## config.mk

```make
export PLATFORM = sky130hd
export DESIGN_NAME = seven_seg_scan_decoder_flat
export DESIGN_NICKNAME = d
export VERILOG_FILES = /design/src/rtl/seven_seg_scan_decoder_pkg.sv /design/src/rtl/seven_seg_scan_decoder_if.sv /design/src/rtl/seven_seg_scan_decoder_glyph_decode.sv /design/src/rtl/seven_seg_scan_decoder.sv /design/src/flat_wrapper.sv
export SDC_FILE = /design/constraint.sdc
export NUM_CORES = 1
export LEC_CHECK = 0
export ABC_AREA = 0
export CORE_ASPECT_RATIO = 1.2
export CORE_MARGIN = 2
export CORE_UTILIZATION = 30
export CTS_BUF_LIST = sky130_fd_sc_hd__clkbuf_8 sky130_fd_sc_hd__clkbuf_16
export DETAILED_ROUTE_END_ITERATION = 6
export SETUP_SLACK_MARGIN = 0.05
export SYNTH_ARGS = -nofsm -noshare
export SYNTH_HDL_FRONTEND = slang
export SYNTH_SLANG_ARGS = --single-unit
export TNS_END_PERCENT = 1
```

## constraint.sdc

```tcl
create_clock -name clk -period 5.55 [get_ports clk]
set_input_delay 0.8325 -clock clk [delete_from_list [all_inputs] [get_ports clk]]
set_output_delay 0.8325 -clock clk [all_outputs]
set_load 0.02 [all_outputs]
```

## src/rtl/seven_seg_scan_decoder_pkg.sv

```systemverilog
// Shared constants for the seven-segment scan decoder: active-high glyph
// patterns (bit0=a .. bit6=g), digit codes, anode classes and a helper
// that maps a digit code to its numeric weight.
package seven_seg_pkg;

    localparam int unsigned NUM_DIGITS = 4;

    // Active-high segment patterns, bit0=a ... bit6=g
    localparam logic [6:0] GLYPH_0     = 7'h3F;
    localparam logic [6:0] GLYPH_1     = 7'h06;
    localparam logic [6:0] GLYPH_2     = 7'h5B;
    localparam logic [6:0] GLYPH_3     = 7'h4F;
    localparam logic [6:0] GLYPH_4     = 7'h66;
    localparam logic [6:0] GLYPH_5     = 7'h6D;
    localparam logic [6:0] GLYPH_6     = 7'h7D;
    localparam logic [6:0] GLYPH_7     = 7'h07;
    localparam logic [6:0] GLYPH_8     = 7'h7F;
    localparam logic [6:0] GLYPH_9     = 7'h6F;
    localparam logic [6:0] GLYPH_BLANK = 7'h00;
    localparam logic [6:0] GLYPH_DASH  = 7'h40;

    // Non-numeric digit codes
    localparam logic [3:0] BLANK = 4'hF;
    localparam logic [3:0] DASH  = 4'hE;
    localparam logic [3:0] INVAL = 4'hD;

    typedef enum logic [1:0] {
        AN_GAP   = 2'd0,
        AN_DIGIT = 2'd1,
        AN_MULTI = 2'd2
    } an_class_e;

    // Numeric value of a digit code; BLANK/DASH/INVAL contribute 0
    function automatic logic [13:0] code_value(input logic [3:0] code);
        return (code <= 4'd9) ? {10'd0, code} : '0;
    endfunction

endpackage

```

## src/rtl/seven_seg_scan_decoder_if.sv

```systemverilog
// Display-side bus (active-low segments and anodes) and the recovered
// frame outputs of the scan decoder.
interface seven_seg_scan_decoder_if;
    import seven_seg_pkg::*;

    logic [6:0]              seg_in;
    logic [NUM_DIGITS-1:0]   an_in;
    logic [NUM_DIGITS*4-1:0] digits;
    logic [13:0]             value;
    logic                    frame_valid;
    logic                    frame_dash;
    logic                    glyph_err;
    logic                    anode_err;

    // Display path / stimulus side
    modport master (
        output seg_in, an_in,
        input  digits, value, frame_valid, frame_dash, glyph_err, anode_err
    );

    // Decoder side
    modport slave (
        input  seg_in, an_in,
        output digits, value, frame_valid, frame_dash, glyph_err, anode_err
    );

endinterface

```

## src/rtl/seven_seg_scan_decoder_glyph_decode.sv

```systemverilog
// Combinational glyph decoder: active-high segment pattern to digit code.
module seven_seg_glyph_decode
    import seven_seg_pkg::*;
(
    input  logic [6:0] i_seg,
    output logic [3:0] o_code
);

    // Exact-match lookup; anything not in the table is undecodable
    always_comb begin
        o_code = INVAL;
        case (i_seg)
            GLYPH_0:     o_code = 4'd0;
            GLYPH_1:     o_code = 4'd1;
            GLYPH_2:     o_code = 4'd2;
            GLYPH_3:     o_code = 4'd3;
            GLYPH_4:     o_code = 4'd4;
            GLYPH_5:     o_code = 4'd5;
            GLYPH_6:     o_code = 4'd6;
            GLYPH_7:     o_code = 4'd7;
            GLYPH_8:     o_code = 4'd8;
            GLYPH_9:     o_code = 4'd9;
            GLYPH_BLANK: o_code = BLANK;
            GLYPH_DASH:  o_code = DASH;
            default:     o_code = INVAL;
        endcase
    end

endmodule

```

## src/rtl/seven_seg_scan_decoder.sv

```systemverilog
// Scan decoder: registers the multiplexed display lines, waits for each
// digit to settle, decodes it, and emits complete 4-digit frames with the
// binary value and glyph/anode error flags.
module seven_seg_scan_decoder
    import seven_seg_pkg::*;
#(
    parameter int unsigned SETTLE_CYCLES = 4
) (
    input logic                    clk,
    input logic                    rst_n,
    seven_seg_scan_decoder_if.slave bus
);

    // Capture happens on the edge where the counter steps to SETTLE_CYCLES-1
    localparam logic [3:0] CAP_CNT = 4'(SETTLE_CYCLES - 2);

    logic [6:0]                  r_seg;
    logic [NUM_DIGITS-1:0]       r_an;
    logic [3:0]                  r_cnt;
    logic [NUM_DIGITS-1:0][3:0]  r_work;
    logic [NUM_DIGITS-1:0]       r_wvalid;
    logic [NUM_DIGITS*4-1:0]     r_digits;
    logic [13:0]                 r_value;
    logic                        r_frame_valid;
    logic                        r_frame_dash;
    logic                        r_glyph_err;
    logic                        r_anode_err;

    logic [NUM_DIGITS-1:0]       w_an_low;
    an_class_e                   w_class;
    logic [1:0]                  w_idx;
    logic                        w_chg;
    logic                        w_capture;
    logic                        w_emit;
    logic [3:0]                  w_code;
    logic [13:0]                 w_value;
    logic                        w_has_dash;
    logic                        w_has_inval;

    // Input stage: one register on the pins, reset to a blank gap
    always_ff @(posedge clk or negedge rst_n) begin
        if (!rst_n) begin
            r_seg <= '1;
            r_an  <= '1;
        end else begin
            r_seg <= bus.seg_in;
            r_an  <= bus.an_in;
        end
    end

    // Anode classification of the registered lines
    always_comb begin
        w_an_low = ~r_an;
        w_class  = AN_GAP;
        w_idx    = '0;
        if ($onehot(w_an_low)) begin
            w_class = AN_DIGIT;
            for (int unsigned i = 0; i < NUM_DIGITS; i++) begin
                if (w_an_low[i]) w_idx = i[1:0];
            end
        end else if (w_an_low != '0) begin
            w_class = AN_MULTI;
        end
    end

    seven_seg_glyph_decode u_decode (
        .i_seg  (~r_seg),
        .o_code (w_code)
    );

    // Change of the registered pair is detected one edge early by comparing
    // the pins against the register, so the counter restarts on the same
    // edge the new pattern is registered.
    assign w_chg     = {bus.an_in, bus.seg_in} != {r_an, r_seg};
    assign w_capture = (w_class == AN_DIGIT) && !w_chg && (r_cnt == CAP_CNT);
    assign w_emit    = &r_wvalid;

    // Settle counter: restart on change or gap, otherwise saturating count
    always_ff @(posedge clk or negedge rst_n) begin
        if (!rst_n) begin
            r_cnt <= '0;
        end else if (w_chg || (w_class != AN_DIGIT)) begin
            r_cnt <= '0;
        end else if (r_cnt != '1) begin
            r_cnt <= r_cnt + 4'd1;
        end
    end

    // Working digit registers; a capture on the emit edge lands after the clear
    always_ff @(posedge clk or negedge rst_n) begin
        if (!rst_n) begin
            r_work   <= '0;
            r_wvalid <= '0;
        end else begin
            if (w_emit) r_wvalid <= '0;
            if (w_capture) begin
                r_work[w_idx]   <= w_code;
                r_wvalid[w_idx] <= 1'b1;
            end
        end
    end

    // Frame summary of the working codes
    always_comb begin
        w_has_dash  = 1'b0;
        w_has_inval = 1'b0;
        for (int unsigned i = 0; i < NUM_DIGITS; i++) begin
            if (r_work[i] == DASH)  w_has_dash  = 1'b1;
            if (r_work[i] == INVAL) w_has_inval = 1'b1;
        end
        w_value = code_value(r_work[3]) * 14'd1000
                + code_value(r_work[2]) * 14'd100
                + code_value(r_work[1]) * 14'd10
                + code_value(r_work[0]);
    end

    // Frame register stage
    always_ff @(posedge clk or negedge rst_n) begin
        if (!rst_n) begin
            r_digits      <= '0;
            r_value       <= '0;
            r_frame_valid <= 1'b0;
            r_frame_dash  <= 1'b0;
            r_glyph_err   <= 1'b0;
        end else begin
            r_frame_valid <= w_emit;
            if (w_emit) begin
                r_digits     <= r_work;
                r_value      <= w_value;
                r_frame_dash <= w_has_dash;
                r_glyph_err  <= w_has_inval;
            end
        end
    end

    // Sticky anode error, cleared only by reset
    always_ff @(posedge clk or negedge rst_n) begin
        if (!rst_n) begin
            r_anode_err <= 1'b0;
        end else if (w_class == AN_MULTI) begin
            r_anode_err <= 1'b1;
        end
    end

    assign bus.digits      = r_digits;
    assign bus.value       = r_value;
    assign bus.frame_valid = r_frame_valid;
    assign bus.frame_dash  = r_frame_dash;
    assign bus.glyph_err   = r_glyph_err;
    assign bus.anode_err   = r_anode_err;

endmodule

```

## src/flat_wrapper.sv

```systemverilog
// flat-port wrapper written by rule: the top's interface ports become plain ports
module seven_seg_scan_decoder_flat import seven_seg_pkg::*;
#(
    parameter int unsigned SETTLE_CYCLES = 4
)
  (clk, rst_n, bus_seg_in, bus_an_in, bus_digits, bus_value, bus_frame_valid, bus_frame_dash, bus_glyph_err, bus_anode_err);
  seven_seg_scan_decoder_if bus_i ();
  input logic clk;
  input logic rst_n;
  input wire logic [$bits(bus_i.seg_in)-1:0] bus_seg_in;
  input wire logic [$bits(bus_i.an_in)-1:0] bus_an_in;
  output wire logic [$bits(bus_i.digits)-1:0] bus_digits;
  output wire logic [$bits(bus_i.value)-1:0] bus_value;
  output wire logic [$bits(bus_i.frame_valid)-1:0] bus_frame_valid;
  output wire logic [$bits(bus_i.frame_dash)-1:0] bus_frame_dash;
  output wire logic [$bits(bus_i.glyph_err)-1:0] bus_glyph_err;
  output wire logic [$bits(bus_i.anode_err)-1:0] bus_anode_err;
  assign bus_i.seg_in = bus_seg_in;
  assign bus_i.an_in = bus_an_in;
  assign bus_digits = bus_i.digits;
  assign bus_value = bus_i.value;
  assign bus_frame_valid = bus_i.frame_valid;
  assign bus_frame_dash = bus_i.frame_dash;
  assign bus_glyph_err = bus_i.glyph_err;
  assign bus_anode_err = bus_i.anode_err;
  seven_seg_scan_decoder #(.SETTLE_CYCLES(SETTLE_CYCLES)) u_core (.clk(clk), .rst_n(rst_n), .bus(bus_i));
endmodule
```

Word-level counts from Yosys, hierarchy flattened

Cells that the tools add are included.

Register bits after elaboration: 69
Input port bits: 13
Output and inout bits: 34
Logic and storage cells: 96

$add $sub $neg: 7
Multipliers: 3
Order comparisons: 6
Eq/ne operators: 26
Multiplexer cells: 28
Bitwise operators: 3
Reduce and logical (&&, ||, !) cells: 9

Operators by type and width:

| kind                  | number |
|---|---|
| $eq 7x7->1 const B    | 8 |
| $pmux 4 s12           | 1 |
| $add 14x14->14        | 3 |
| $mux 4                | 9 |
| $eq 4x4->1 const B    | 8 |
| $bwmux 16             | 1 |
| $le 4x4->1 const B    | 4 |
| $eq 7x3->1 const B    | 2 |
| $mul 14x3->13 const B | 1 |
| $mul 14x5->12 const B | 1 |
| $mul 14x7->11 const B | 1 |
| $ne 11x11->1          | 1 |
| $mux 1                | 10 |
| $mux 2                | 5 |
| $demux 4 s2           | 1 |
| $eq 7x6->1 const B    | 1 |
| $logic_not 7->1       | 1 |
| $not 7->7             | 1 |
| $add 1x1->2           | 2 |
| $add 4x1->4 const B   | 1 |
| $eq 4x2->1 const B    | 1 |
| $ne 4x4->1 const B    | 1 |
| $not 4->4             | 1 |
| $or 4x4->4            | 1 |
| other kinds (14)      | 16 |

Logic depth before layout (Yosys ltp)

Depth in word-level cells: 11
Mapped depth: 20
Gate-level depth less buffers: 20

Cells and area by module

From an unflattened synthesis, not the netlist that was laid out.

Cells, all modules: 492
Area total of the unflattened synthesis: 4,800.9 sq um

By module, submodules not included:

| module                 | instances | cells an instance | area an instance (sq um) | seq. area each (sq um) |
|---|---|---|---|---|
| seven_seg_scan_decoder | 1         | 457               | 4,573.1                  | 1,740.4 |
| seven_seg_glyph_decode | 1         | 35                | 227.7                    | 0.0 |

Worst setup path after synthesis

Ideal clock, no wire load.

Path kind: register to register
From: register u_core.r_work[14] (netlist name)
To: register u_core.r_value[13], in the netlist u_core.bus.value[13]
Setup time: 0.136 ns
Arrival: 4.697 ns
Required time: 5.414 ns
Slack: 0.717 ns
Stages on the path, launching flop included: 21
Path buffers: 0
Period minus slack after synthesis: 4.833 ns
Path through: dfrtp_1 -> nor3b_1 -> ha_1 -> ha_1 -> inv_1 -> fa_1 -> inv_1 -> ha_1 -> nor2b_1 -> o21ai_0 -> nand2b_1 -> xnor2_1 -> ha_1 -> ha_1 -> ha_1 -> a21oi_1 -> inv_1 -> o41ai_1 -> o21ai_0 -> xnor2_1 -> o21ai_0

Word-level cells in the longest chain between the ends: 6

Ends and longest elaborated chain:

| element                         | RTL line                         | source |
|---|---|---|
| start, declared                 | seven_seg_scan_decoder.sv:20     | `logic [NUM_DIGITS-1:0][3:0] r_work;` |
| start signal, assigned by index | seven_seg_scan_decoder.sv:97     | `r_work[w_idx] <= w_code;` |
| $le 4x4->1                      | seven_seg_scan_decoder_pkg.sv:35 | `return (code <= 4'd9) ? {10'd0, code} : '0;` |
| $mux 4 (*)                      | seven_seg_scan_decoder_pkg.sv:35 |  |
| $mul 14x7->11 (*)               | seven_seg_scan_decoder.sv:111    | `w_value = code_value(r_work[3]) * 14'd1000` |
| $add 14x14->14 (*)              | seven_seg_scan_decoder.sv:112    | `+ code_value(r_work[2]) * 14'd100` |
| $add 14x14->14 (*)              | seven_seg_scan_decoder.sv:113    | `+ code_value(r_work[1]) * 14'd10` |
| $add 14x14->14 (*)              | seven_seg_scan_decoder.sv:114    | `+ code_value(r_work[0]);` |
| end signal, assigned            | seven_seg_scan_decoder.sv:129    | `r_value <= w_value;` |
| end, declared                   | seven_seg_scan_decoder.sv:23     | `logic [13:0] r_value;` |

Mark *: on every way between the ends. The rest lies on a longest branch, timed or not.
A chain may end at the register's enable or synchronous reset.

Worst setup path after layout

From: register u_core.r_work[15] (netlist name)
To: register u_core.r_value[13], in the netlist u_core.bus.value[13]

Same word-level chain as after synthesis.

==> reports/results.ini <==
[drt]
drtPass1Iterations=4
initialDrtViolationCount=117
wirelength_mm=10.1
wire_per_inst_um=13.6
dr_total_vias=3544
drc=0
ant_nets=0
vias_per_cell=4.76

[setup_path]
cpMaxStageDelayCell=fa_1
cp_max_fo=9
rrSetupSlack_ps=350
critPathKind=reg -> reg
arrival_ps=5410
reg2regPathDepth=20
end_kind=flop
r2r-end=u_core.bus.value[13]
crit_chain=nor3b_1 -> ha_1 -> ha_1 -> inv_1 -> fa_1 -> inv_1 -> ha_1 -> nor2b_1 -> o21ai_0 -> nand2b_1 -> xnor2_1 -> ha_1 -> ha_1 -> ha_1 -> a21oi_1 -> inv_1 -> o41ai_2 -> o21ai_0 -> xnor2_1 -> o21ai_0
r2r-start=u_core.r_work[15]
slowest_delay_ps=540
crit_top_cell=ha_1
cp_top_family=adder cells
cp-start-kind=flop
crit_buf_inv=3
worstPathRequired_ps=5750

[min_path]
hold_path_class=reg -> reg
min_path_cells=1
holdPathEnd=u_core.bus.anode_err
min-delay-start=u_core.bus.anode_err

[die]
rows=50
die_w_um=120
ios=47
start_util=0.307
die_area_mm2=0.0171
die_h_um=143
core_mm2=0.0157

[global_route]
grt_first_pass_wirelength_mm=17.2
groute.usage.overall=0.127
grt_antenna_before_repair=0
grt_pass1_vias=3584
grt-ovfl-total=0
grt_max_degree=70

[synthesis]
synthMostInstantiatedCell=nand2_1
synthDistinctLibCells=58
ys_top_cells_by_area=dfrtp_1 (30%), ha_1 (16%), nand2_1 (6.4%)
synth_common_cells=nand2_1 (82), ha_1 (60), dfrtp_1 (58), inv_1 (43), o21ai_0 (22)
ys_seq_area_frac=0.361
ys_seq_elements=69
async_flop_share=1.00
synth_top_area_share=0.301
yosys.area.top_type=dfrtp_1
synth_edf_count=0
avgSynthCellArea_um2=9.93
syn-num-nets=574
yosysWarnings=0
syn_area_mm2=0.00483
synth_cells=486
ys.flop_type=dfrtp_1

[placement]
port_buffers=46
place.gp.congestion=0.778
dp.cells=728
dp_hpwl_mm=7.87

[clocking]
cts_sinks=69
h-tree-depth=3
post-cts-setup-buffers=0
ctsHoldBuffers=0
cts_buffers=9
cts_tree=done
clock_path_buffers=2
cts.clk_slew.worst_paths_ps=60
insertion_delay_ps=340
root_buffer=clkbuf_16

[power]
pwr-share-seq=0.443
peakVddDrop_mv=0.140
p_int_uw=910
switching_share=0.223
power.share.clock=0.505
power_uw=1170
p_leak_uw=0.00291
powerDensity_mw_per_mm2=202
combPwrFrac=0.052
netSwitchingPower_uw=262

[sta]
hold_viol=0
worstMarginPinSlew_ps=862
relSlewSlack=0.426
fmax_mhz=192
finalCritPeriodShare=0.938
period_minus_slack_ps=5200
finClkSkew_ps=5.62
setup_violations=0
slew_violations=0

[layout]
stdcell_count=744
drive_above_1_share=0.0989
area_delta_synth_final_pct=20.2
fin_nets=619
n_antenna_cell=0
fill_cells=1548

[job]
max_cap_violations=0

[outcome]
status=complete, no violations

worst max path at each step:
stage | from | end | cells after the start
after floorplan | u_core.r_work[14] | u_core.bus.value[13] | 20
after global placement | u_core.r_work[14] | u_core.bus.value[13] | 20
after detailed placement | u_core.r_work[15] | u_core.bus.value[13] | 20
after CTS | u_core.r_work[15] | u_core.bus.value[13] | 20
after global routing | u_core.r_work[15] | u_core.bus.value[13] | 20
final | u_core.r_work[15] | u_core.bus.value[13] | 20
routing by layer:
layer / global-route usage / vias up / share of wire
li1: - / 1750 / -
met1: 0.143 / 1729 / 0.42
met2: 0.232 / 51 / 0.53
met3: 0.0264 / 14 / 0.032
met4: 0.0533 / 0 / 0.021
met5: 0 / - / 0
power groups by stage:
stage | Clock [uW] | Sequential [uW] | Combinational [uW]
global route | 638 | 520 | 68.3
finish | 591 | 520 | 60.9
detailed placement | 0 | 528 | 62.3
global placement | 0 | 528 | 60.3
floorplan | 0 | 522 | 40.9
CTS | 612 | 519 | 62.5
area by class of cell:
type,count,area [um^2],share of cell area
Multi-Input combinational cell,359,2850,0.492
Sequential cell,69,1740,0.300
Timing Repair Buffer,48,470,0.0811
Tap cell,208,260,0.0449
Clock buffer,11,253,0.0436
Inverter,44,165,0.0285
Clock inverter,5,58.8,0.0101
what timing repair did:
item                                    in CTS  in global routing
endpoints found under the hold margin        0                  0
endpoints found under the setup margin       0                  1
gates resized for setup                      0                  1
flip-flops by register name (all words and copies together), names as in the netlist:
name / count
u_core.r_an: 4
u_core.r_cnt: 4
u_core.bus.frame_valid: 1
u_core.bus.value: 14
u_core.r_work: 16
u_core.bus.digits: 16
u_core.r_wvalid: 4
u_core.r_seg: 7
u_core.bus.glyph_err: 1
u_core.bus.anode_err: 1
u_core.bus.frame_dash: 1
stage by stage:
| stage | cell area, um^2 | setup TNS (ps) | hold WS [ps] | util | worst slack, ps |
|---|---|---|---|---|---|
| final | 5800 | 0 | 469 | 0.369 | 346 |
| after global routing | 5800 | -4.06 | 496 | 0.369 | -4.06 |
| after CTS | 5790 | 0 | 475 | 0.369 | 195 |
| after detailed placement | 5480 | 0 | 459 | 0.349 | 237 |
| after global placement | 5480 | 0 | 453 | 0.349 | 488 |
| after floorplan | 4830 | 0 | 438 | - | 717 |
cell families after synthesis:
group,after synthesis,share of synthesized area
AND/OR/NAND/NOR,159,0.167
adder cells (fa/ha/maj),75,0.218
buffers and inverters,58,0.0498
XOR/XNOR,32,0.0643
AO/OA/AOI/OAI,75,0.100
flip-flops,69,0.361
other,1,0.000777
multiplexers,17,0.0394
cells in the final DEF, fill, tap and decap left out, drive strengths merged, types with 3 or more instances in the layout:
master	n
nand2	82
ha	60
dfrtp	58
clkdlybuf4s50	45
inv	43
o21ai	23
xnor2	23
nor2	18
mux2	16
fa	15
a21oi	13
dfstp	11
clkbuf	11
nor2b	10
xor2	9
a21o	8
nor3b	7
a31oi	6
o21a	6
nand3	6
nand4	5
nand4b	5
nand2b	5
and2	4
a211oi	4
nor3	4
buf	3
clkinv	3
No activity file was read; power rests on OpenSTA's default activity.
